<file path="src/rtl/mfp_ahb_uart_tx.sv">
// mfp_ahb_uart_tx
// AHB-Lite slave that buffers bytes written by software in a TX FIFO and
// sends them on UART_TX as 8N1 frames (1 start, 8 data LSB first, 1 stop).
//
// Ports:
//   HCLK    - system clock, all logic on the rising edge
//   HRESET  - synchronous active-high reset
//   HSEL    - slave select from the bus address decoder
//   HADDR   - byte offset in the slave window (word offsets 0x0..0xC)
//   HTRANS  - transfer type, bit1 set marks a valid transfer
//   HWRITE  - 1 = write
//   HWDATA  - write data (data phase)
//   HRDATA  - registered read data (data phase)
//   HREADY  - always 1, zero wait states
//   HRESP   - always 0, OKAY
//   UART_TX - serial output, idle high
//   TX_IRQ  - level, FIFO empty and serializer idle
//
// Register map: 0x0 DATA (write pushes HWDATA[7:0]), 0x4 STATUS
// (bit0 busy, bit1 full, bit2 empty, bit3 overflow (write 1 clears),
// bits[16:8] level), 0x8/0xC read as zero.
module mfp_ahb_uart_tx #(
  parameter int CLK_FREQ   = 50000000,
  parameter int BAUD       = 115200,
  parameter int FIFO_DEPTH = 16
) (
  input  logic        HCLK,
  input  logic        HRESET,
  input  logic        HSEL,
  input  logic [3:0]  HADDR,
  input  logic [1:0]  HTRANS,
  input  logic        HWRITE,
  input  logic [31:0] HWDATA,
  output logic [31:0] HRDATA,
  output logic        HREADY,
  output logic        HRESP,
  output logic        UART_TX,
  output logic        TX_IRQ
);

  localparam int DIV   = CLK_FREQ / BAUD;
  localparam int PTR_W = (FIFO_DEPTH > 1) ? $clog2(FIFO_DEPTH) : 1;
  localparam int LVL_W = PTR_W + 1;
  localparam int CNT_W = (DIV > 1) ? $clog2(DIV) : 1;

  localparam logic [CNT_W-1:0] CNT_LAST = CNT_W'(DIV - 1);
  localparam logic [LVL_W-1:0] LVL_FULL = LVL_W'(FIFO_DEPTH);
  localparam logic [LVL_W-1:0] LVL_ZERO = {LVL_W{1'b0}};
  localparam logic [LVL_W-1:0] LVL_ONE  = LVL_W'(1);

  typedef enum logic [1:0] {
    ST_IDLE  = 2'd0,
    ST_START = 2'd1,
    ST_DATA  = 2'd2,
    ST_STOP  = 2'd3
  } tx_state_t;

  // bus pipeline
  logic              pend_valid_r;
  logic              pend_write_r;
  logic [1:0]        pend_addr_r;
  logic              push_req_s;
  logic              ovf_clr_s;
  logic [31:0]       status_s;
  logic [31:0]       rdata_s;
  logic [31:0]       hrdata_r;

  // FIFO
  logic [7:0]        fifo_mem_r [FIFO_DEPTH];
  logic [PTR_W-1:0]  wr_ptr_r;
  logic [PTR_W-1:0]  rd_ptr_r;
  logic [LVL_W-1:0]  level_r;
  logic [LVL_W-1:0]  level_next_s;
  logic              full_s;
  logic              empty_s;
  logic              push_ok_s;
  logic              ovf_set_s;
  logic              ovf_r;

  // serializer
  tx_state_t         state_r;
  tx_state_t         state_next_s;
  logic [CNT_W-1:0]  baud_cnt_r;
  logic [CNT_W-1:0]  baud_cnt_next_s;
  logic [2:0]        bit_cnt_r;
  logic [2:0]        bit_cnt_next_s;
  logic [7:0]        shift_r;
  logic [7:0]        shift_next_s;
  logic              bit_end_s;
  logic              pop_s;
  logic              tx_r;
  logic              tx_next_s;
  logic              irq_r;

  logic              unused_s;
  assign unused_s = ^{HADDR[1:0], HWDATA[31:8]};

  assign HREADY  = 1'b1;
  assign HRESP   = 1'b0;
  assign HRDATA  = hrdata_r;
  assign UART_TX = tx_r;
  assign TX_IRQ  = irq_r;

  // Capture the address phase so the write can be decoded in the data phase.
  always_ff @(posedge HCLK) begin
    if (HRESET) begin
      pend_valid_r <= 1'b0;
      pend_write_r <= 1'b0;
      pend_addr_r  <= 2'd0;
    end else begin
      pend_valid_r <= HSEL & HTRANS[1];
      pend_write_r <= HWRITE;
      pend_addr_r  <= HADDR[3:2];
    end
  end

  // Decode data-phase writes: DATA push and overflow clear.
  always_comb begin
    push_req_s = 1'b0;
    ovf_clr_s  = 1'b0;
    if (pend_valid_r && pend_write_r) begin
      case (pend_addr_r)
        2'd0:    push_req_s = 1'b1;
        2'd1:    ovf_clr_s  = HWDATA[3];
        default: begin
          push_req_s = 1'b0;
          ovf_clr_s  = 1'b0;
        end
      endcase
    end else begin
      push_req_s = 1'b0;
      ovf_clr_s  = 1'b0;
    end
  end

  // FIFO flags and level update; a push while full is accepted only if a
  // pop frees the slot in the same cycle.
  always_comb begin
    full_s       = (level_r == LVL_FULL);
    empty_s      = (level_r == LVL_ZERO);
    push_ok_s    = push_req_s & (~full_s | pop_s);
    ovf_set_s    = push_req_s & full_s & ~pop_s;
    level_next_s = level_r;
    case ({push_ok_s, pop_s})
      2'b10:   level_next_s = level_r + LVL_ONE;
      2'b01:   level_next_s = level_r - LVL_ONE;
      default: level_next_s = level_r;
    endcase
  end

  // FIFO storage; contents need no reset since level gates every read.
  always_ff @(posedge HCLK) begin
    if (push_ok_s) begin
      fifo_mem_r[wr_ptr_r] <= HWDATA[7:0];
    end
  end

  // FIFO pointers (wrap naturally at the power-of-2 depth), level, overflow.
  always_ff @(posedge HCLK) begin
    if (HRESET) begin
      wr_ptr_r <= {PTR_W{1'b0}};
      rd_ptr_r <= {PTR_W{1'b0}};
      level_r  <= LVL_ZERO;
      ovf_r    <= 1'b0;
    end else begin
      if (push_ok_s) begin
        wr_ptr_r <= wr_ptr_r + PTR_W'(1);
      end
      if (pop_s) begin
        rd_ptr_r <= rd_ptr_r + PTR_W'(1);
      end
      level_r <= level_next_s;
      if (ovf_set_s) begin
        ovf_r <= 1'b1;
      end else if (ovf_clr_s) begin
        ovf_r <= 1'b0;
      end
    end
  end

  // Serializer next state; the pop at the end of STOP chains frames with no gap.
  always_comb begin
    state_next_s    = state_r;
    baud_cnt_next_s = baud_cnt_r + CNT_W'(1);
    bit_cnt_next_s  = bit_cnt_r;
    shift_next_s    = shift_r;
    pop_s           = 1'b0;
    bit_end_s       = (baud_cnt_r == CNT_LAST);
    case (state_r)
      ST_IDLE: begin
        baud_cnt_next_s = {CNT_W{1'b0}};
        if (!empty_s) begin
          pop_s          = 1'b1;
          shift_next_s   = fifo_mem_r[rd_ptr_r];
          bit_cnt_next_s = 3'd0;
          state_next_s   = ST_START;
        end else begin
          state_next_s   = ST_IDLE;
        end
      end
      ST_START: begin
        if (bit_end_s) begin
          baud_cnt_next_s = {CNT_W{1'b0}};
          state_next_s    = ST_DATA;
        end else begin
          state_next_s    = ST_START;
        end
      end
      ST_DATA: begin
        if (bit_end_s) begin
          baud_cnt_next_s = {CNT_W{1'b0}};
          shift_next_s    = {1'b0, shift_r[7:1]};
          if (bit_cnt_r == 3'd7) begin
            state_next_s   = ST_STOP;
          end else begin
            bit_cnt_next_s = bit_cnt_r + 3'd1;
          end
        end else begin
          state_next_s = ST_DATA;
        end
      end
      ST_STOP: begin
        if (bit_end_s) begin
          baud_cnt_next_s = {CNT_W{1'b0}};
          if (!empty_s) begin
            pop_s          = 1'b1;
            shift_next_s   = fifo_mem_r[rd_ptr_r];
            bit_cnt_next_s = 3'd0;
            state_next_s   = ST_START;
          end else begin
            state_next_s   = ST_IDLE;
          end
        end else begin
          state_next_s = ST_STOP;
        end
      end
      default: begin
        baud_cnt_next_s = {CNT_W{1'b0}};
        state_next_s    = ST_IDLE;
      end
    endcase
  end

  // Line level and IRQ are computed from next-state values so the flops
  // line up with the state they describe.
  always_comb begin
    tx_next_s = 1'b1;
    case (state_next_s)
      ST_START: tx_next_s = 1'b0;
      ST_DATA:  tx_next_s = shift_next_s[0];
      default:  tx_next_s = 1'b1;
    endcase
  end

  // Serializer registers and registered outputs.
  always_ff @(posedge HCLK) begin
    if (HRESET) begin
      state_r    <= ST_IDLE;
      baud_cnt_r <= {CNT_W{1'b0}};
      bit_cnt_r  <= 3'd0;
      shift_r    <= 8'd0;
      tx_r       <= 1'b1;
      irq_r      <= 1'b1;
    end else begin
      state_r    <= state_next_s;
      baud_cnt_r <= baud_cnt_next_s;
      bit_cnt_r  <= bit_cnt_next_s;
      shift_r    <= shift_next_s;
      tx_r       <= tx_next_s;
      irq_r      <= (level_next_s == LVL_ZERO) && (state_next_s == ST_IDLE);
    end
  end

  // Read mux, sampled in the address phase so a STATUS read sees the
  // state before any push completing in its data phase.
  always_comb begin
    status_s       = 32'd0;
    status_s[16:8] = 9'(level_r);
    status_s[3:0]  = {ovf_r, empty_s, full_s, (state_r != ST_IDLE)};
    if (HSEL && HTRANS[1] && !HWRITE && (HADDR[3:2] == 2'd1)) begin
      rdata_s = status_s;
    end else begin
      rdata_s = 32'd0;
    end
  end

  // Registered read data, presented during the data phase.
  always_ff @(posedge HCLK) begin
    if (HRESET) begin
      hrdata_r <= 32'd0;
    end else begin
      hrdata_r <= rdata_s;
    end
  end

endmodule

</file>
<file path="config.mk">
export PLATFORM = sky130hd
export DESIGN_NAME = mfp_ahb_uart_tx
export DESIGN_NICKNAME = d
export VERILOG_FILES = /design/src/rtl/mfp_ahb_uart_tx.sv
export SDC_FILE = /design/constraint.sdc
export NUM_CORES = 1
export LEC_CHECK = 0
export CORE_UTILIZATION = 40
export DETAILED_ROUTE_END_ITERATION = 16
export GPL_TIMING_DRIVEN = 0
export PLACE_DENSITY = 0.67
export REMOVE_ABC_BUFFERS = 1
export SETUP_SLACK_MARGIN = 0.15
export SLEW_MARGIN = 10
export SYNTH_ARGS = -nofsm -noshare
export SYNTH_HDL_FRONTEND = slang
export SYNTH_SLANG_ARGS = --single-unit
</file>
<file path="constraint.sdc">
create_clock -name HCLK -period 4 [get_ports HCLK]
set_input_delay 1 -clock HCLK [delete_from_list [all_inputs] [get_ports HCLK]]
set_output_delay 1 -clock HCLK [all_outputs]
set_load 0.02 [all_outputs]
</file>
* Word level (Yosys, flattened, before mapping)
Memories as Yosys holds them, arrays and structs flattened. A register that Yosys moved wholly into a read port is not among the register bits.
Index checks and enable logic that the tools add are counted.
** Cells by class
- Add/sub/neg operators :: 6
- Multiply operators :: 0
- Divide/modulo/power cells :: 0
- Magnitude comparators :: 0
- Equal/unequal tests :: 15
- Shifts and indexed selects :: 0
- Muxes and demuxes :: 32
- Bitwise operators :: 8
- Reduce and logical (&&, ||, !) cells :: 18
** Operators with widths (number)
- two-way mux 8 bit :: 3
- case mux 8 bit (3 select lines) :: 1
- case mux 9 bit (2 select lines) :: 1
- two-way mux 3 bit :: 4
- two-way mux 1 bit :: 11
- == test 2 x 1 -> 1 bit, second input constant :: 5
- zero test 5 bit :: 2
- case mux 5 bit (2 select lines) :: 1
- adder 9 x 1 -> 9 bit, second input constant :: 1
- == test 9 bit, second input constant :: 1
- two-way mux 9 bit :: 1
- case mux 3 bit (3 select lines) :: 1
- adder 4 x 1 -> 4 bit, second input constant :: 2
- == test 2 bit, second input constant :: 4
- two-way mux 2 bit :: 4
- two-way mux 4 bit :: 2
- case mux 2 bit (4 select lines) :: 1
- zero test 2 bit :: 3
- != test 2 bit, second input constant :: 3
- adder 5 x 1 -> 5 bit, second input constant :: 1
- == test 5 bit, second input constant :: 1
- logical AND 1 bit :: 5
- subtractor 5 x 1 -> 5 bit, second input constant :: 1
- bitwise AND 1 bit :: 4
- 12 further kinds :: 16
** Word-level totals
- Register bits :: 74
- Bits in latches :: 0
- Memory bits (writable) :: 128
- ROM bits :: 0
- Input bits :: 42
- Logic and storage cells :: 96
- Memories kept :: 1
** Memories
- fifo_mem_r :: words 16, width 8, rd ports 1, clocked after memory_dff 1, wr ports 1, RTL line 69 : logic [7:0] fifo_mem_r [FIFO_DEPTH];

* Depth between registers and ports, before layout
- Depth after elaboration :: 10
- Gate-level depth with buffers :: 12
- Depth with buffers taken out :: 12

* Worst setup path before layout
OpenSTA, ideal clock, no wires.
- Kind :: register to register
- Start point :: register state_r[0]
- End point :: register irq_r, in the netlist TX_IRQ
- Arrival time :: 3.179 ns
- Data required time :: 3.940 ns
- Path slack :: 0.761 ns
- Stages on the path, launching flop included :: 13
- Buffers on the path :: 0
- Period minus slack after synthesis :: 3.239 ns
- Cell sequence :: dfxtp_1 -> inv_1 -> ha_1 -> nor2b_1 -> a32oi_1 -> nor3_1 -> ha_1 -> a21o_1 -> a21oi_1 -> xnor2_1 -> or4b_2 -> o21ai_0 -> a41o_1
** On the way
- Cells in the longest elaborated chain, start to end :: 8
** Ends and longest elaborated chain
- start, declared :: RTL line 81 : tx_state_t state_r;
- start signal, assigned :: RTL line 265 : state_r <= state_next_s;
- == test 2 bit / zero test 2 bit (equally long branches) :: RTL line 189 : case (state_r)
- case mux 1 bit (2 select lines) :: RTL line 189
- bitwise OR 1 bit :: RTL line 141 : push_ok_s = push_req_s & (~full_s | pop_s);
- bitwise AND 1 bit :: RTL line 141
- == test 2 x 1 -> 1 bit / == test 2 bit (equally long branches) :: RTL line 144 : case ({push_ok_s, pop_s})
- case mux 5 bit (2 select lines) :: RTL line 144
- zero test 5 bit :: RTL line 270 : irq_r <= (level_next_s == LVL_ZERO) && (state_next_s == ST_IDLE);
- logical AND 1 bit * :: RTL line 270
- end signal, assigned :: RTL line 270
- end, declared :: RTL line 93 : logic irq_r;
Mark *: on every way between the ends. The rest lies on a longest branch, timed or not.
A chain may end at the register's enable or synchronous reset.

* Worst setup path in the final report
- Start point :: register baud_cnt_r[1]
- End point :: register irq_r, in the netlist TX_IRQ
** On the way
- Cells in the longest elaborated chain, start to end :: 9
** Ends and longest elaborated chain
- start, declared :: RTL line 83 : logic [CNT_W-1:0] baud_cnt_r;
- start signal, assigned :: RTL line 259 : baud_cnt_r <= {CNT_W{1'b0}};
- start signal, assigned :: RTL line 266 : baud_cnt_r <= baud_cnt_next_s;
- == test 9 bit * :: RTL line 188 : bit_end_s = (baud_cnt_r == CNT_LAST);
- two-way mux 1 bit :: RTL line 223 : if (bit_end_s) begin
- case mux 1 bit (2 select lines) :: RTL line 189
- bitwise OR 1 bit :: RTL line 141
- bitwise AND 1 bit :: RTL line 141
- == test 2 x 1 -> 1 bit / == test 2 bit (equally long branches) :: RTL line 144
- case mux 5 bit (2 select lines) :: RTL line 144
- zero test 5 bit :: RTL line 270
- logical AND 1 bit * :: RTL line 270
Marked as above.

==> impl_metrics.csv <==
group,metric,value,unit
drt,via_per_inst,5.29,
setup_path,worst-path-buf-inv,1,
sta,setup-tns-final,0,ns
setup_path,reg2regPathDepth,12,
global_routing,grt_max_degree,31,
layout,layout-drive-gt1-share,0.125,
synth,syn_area_per_cell,15.2,um2
layout,multi_input_area,2620,um2
synth,syn_inst,515,
synth,yosys_warnings,0,
clock_tree,cts_setup_buffers,0,
drt,routed-via-count,4290,
clock_tree,cts_resized,0,
power_and_ir_drop,power_density,584,nW/um2
sta,rsz0062_at_grt,"false",
synth,async_reset_ff_frac,0,
placed_design,place_inst,778,
flow_run,maxCapViolations,0,
drt,ant_nets,0,
setup_path,crit_arrival,3.91,ns
clock_tree,cts_tree,"built",
synth,synth_top_area_frac,0.492,
synth,syn_area,7810,um2
synth,ys_types,55,
synth,synth-edff-count,128,
drt,drt-pass1-iter-count,5,
sta,max_freq,281,MHz
floorplanning,die_w,142,um
sta,setup_viol,0,
layout,final_nets,597,
drt,wl,14.5,mm
layout,syn2layout_area_growth,12.4,%
setup_path,rrSetupSlack,0.45,ns
clock_tree,clock_sinks,183,
global_routing,track_usage,0.157,
synth,synth_seq_cells,183,
layout,final_cell_mix,"128 x edfxtp_1, 66 x nor2_1, 53 x dfxtp_1",
global_routing,grt_pass1_vias,4432,
layout,final_common_cell,"edfxtp_1",
clock_tree,cts_made_buffers,17,
placed_design,hpwl,9.61,mm
global_routing,grt_antenna_before_repair,1,
setup_path,cpMaxStageDelayCell,"or4b_2",
setup_path,endpoint_kind,"flop",
drt,drt-initial-drc-count,337,
setup_path,critPathTopFamily,"compound AO/OA/AOI/OAI gates",
worst_hold_path,worstHoldStart,"baud_cnt_r[0]",
power_and_ir_drop,power,5.13,mW
placed_design,place_congestion,0.798,
global_routing,grt_overflow,0,
outcome,status,"completed",
drt,drc,0,
sta,tightest_slew,1.17,ns
sta,finalCritPeriodShare,0.888,
synth,ys_seq_area_frac,0.633,
clock_tree,path_clk_slew,0.07,ns
sta,hold_viol_final,0,
sta,post-route-min-period,3.55,ns
clock_tree,clockBufferDepth,2,
layout,fillers,1641,
synth,synthTopCellsByArea,"edfxtp_1 49%, dfxtp_1 14%, mux4_2 7.2%, mux4_1 5.0%, nor2_1 3.2%",
drt,wl_per_cell,17.8,um
sta,slew_viol_final,0,
worst_hold_path,hold_class,"flop to flop",
setup_path,required,4.36,ns
setup_path,crit_chain,"inv_1 -> ha_1 -> and4b_1 -> a32oi_1 -> nor3_4 -> ha_1 -> a21o_1 -> a21oi_1 -> xnor2_1 -> or4b_2 -> o21ai_0 -> a41o_1",
setup_path,critical_path_class,"flop to flop",
setup_path,cp_max_fo,7,
worst_hold_path,hold_depth,1,
clock_tree,clock_latency,0.43,ns
sta,finClkSkew,0.0100,ns
clock_tree,hold_buffers,0,
floorplanning,row_count,50,
sta,whs,0.466,ns
floorplanning,die_h,142,um
synth,yosys.area.top_type,"edfxtp_1",
setup_path,critPathLaunchType,"flop",
setup_path,rr_startpoint,"baud_cnt_r[1]",
setup_path,cpPeakStageDelay,0.67,ns
worst_hold_path,min_to,"baud_cnt_r[0]",
clock_tree,root_buffer,"clkbuf_16",
placed_design,io_buffers,25,
floorplanning,io_pins,78,
layout,instances_no_fill,811,
floorplanning,initial_core_util,0.413,
floorplanning,die_area,20100,um2
setup_path,cp_common_cell,"ha_1",
layout,seq_area,4950,um2
power_and_ir_drop,p_leak,2.91,nW
setup_path,r2r-end,"TX_IRQ",
power_and_ir_drop,vdd_drop_max,0.387,mV
sta,max_slew_margin,0.218,
floorplanning,fp.coreArea,18900,um2
synth,ys.flop_type,"edfxtp_1",
clock_tree,htree_levels,4,
global_routing,grt_pass1_wl,23.3,mm
-- flip-flops by register name, indices dropped and copies added, names as in the netlist, named ones only --
name	count
ovf_r	1
shift_r	8
pend_valid_r	1
fifo_mem_r	128
baud_cnt_r	9
bit_cnt_r	3
wr_ptr_r	4
pend_write_r	1
state_r	2
UART_TX	1
HRDATA	9
level_r	5
TX_IRQ	1
pend_addr_r	2
rd_ptr_r	4
-- report_power, final --
group          internal (mW)  switching (mW)  total [mW]
Clock                  0.932           0.719        1.65
Sequential              2.11           0.135        2.24
Combinational          0.560           0.675        1.24
-- logic make-up after synthesis --
group	after synthesis	share of synthesized area
mux	46	0.130
fa+ha+maj	18	0.0298
other cells	2	0.000962
simple gates	141	0.0886
xor+xnor	15	0.0168
buf+inv	54	0.0471
flops	183	0.633
compound gates	56	0.0533
-- Yosys cell counts, types with 3 or more instances --
master / number
edfxtp_1: 128
nor2_1: 66
dfxtp_1: 55
buf_4: 26
mux4_2: 25
nand2_1: 19
ha_1: 17
mux4_1: 15
a21oi_1: 10
and2_1: 9
clkbuf_1: 9
nor3_1: 9
o21ai_0: 9
inv_1: 8
xor2_1: 8
nor2b_1: 7
xnor2_1: 7
a222oi_1: 6
mux2i_1: 6
nand4_1: 6
o221ai_1: 6
buf_6: 5
nand3_1: 5
o22a_1: 5
a21o_1: 4
a31oi_1: 3
and3_1: 3
clkbuf_4: 3
nand2b_1: 3
-- layout make-up --
class | count | area share
flip-flops and latches | 183 | 0.564
repair buffers | 26 | 0.0308
clock inverters | 12 | 0.0167
clock buffers | 20 | 0.0498
inverters | 8 | 0.00342
multi-input cells | 301 | 0.298
diodes | 1 | 0.000285
well taps | 260 | 0.0371
-- worst register-to-register path, cell delays in order, from the launching register on --
cell and delay, ns:
dfxtp_1 0.35, inv_1 0.05, ha_1 0.19, and4b_1 0.29, a32oi_1 0.66, nor3_4 0.13
ha_1 0.32, a21o_1 0.17, a21oi_1 0.18, xnor2_1 0.11, or4b_2 0.67, o21ai_0 0.17
a41o_1 0.20
-- worst max path at each step --
stage	from	depth (start not counted)	endpoint
floorplan	state_r[0]	12	TX_IRQ
global placement	flop	6	UART_TX
detailed placement	state_r[0]	11	TX_IRQ
CTS	state_r[0]	11	TX_IRQ
global route	baud_cnt_r[1]	12	TX_IRQ
finish	baud_cnt_r[1]	12	TX_IRQ
-- metal layers --
| layer | track usage | vias up | wire, um |
|---|---|---|---|
| li1 | - | 1975 | - |
| met1 | 0.189 | 2187 | 6250 |
| met2 | 0.267 | 114 | 7380 |
| met3 | 0.0445 | 14 | 629 |
| met4 | 0.0572 | 0 | 208 |
| met5 | 0 | - | 0 |
-- stage by stage --
| step | instance area (um2) | utilization | setup WS (ns) |
|---|---|---|---|
| floorplan | 7560 | - | 0.762 |
| global placement | 8130 | 0.431 | 0.120 |
| detailed placement | 8180 | 0.433 | 0.265 |
| CTS | 8760 | 0.464 | 0.193 |
| global route | 8770 | 0.464 | 0.143 |
| finish | 8780 | 0.465 | 0.447 |
(Power assumes the default switching activity.)
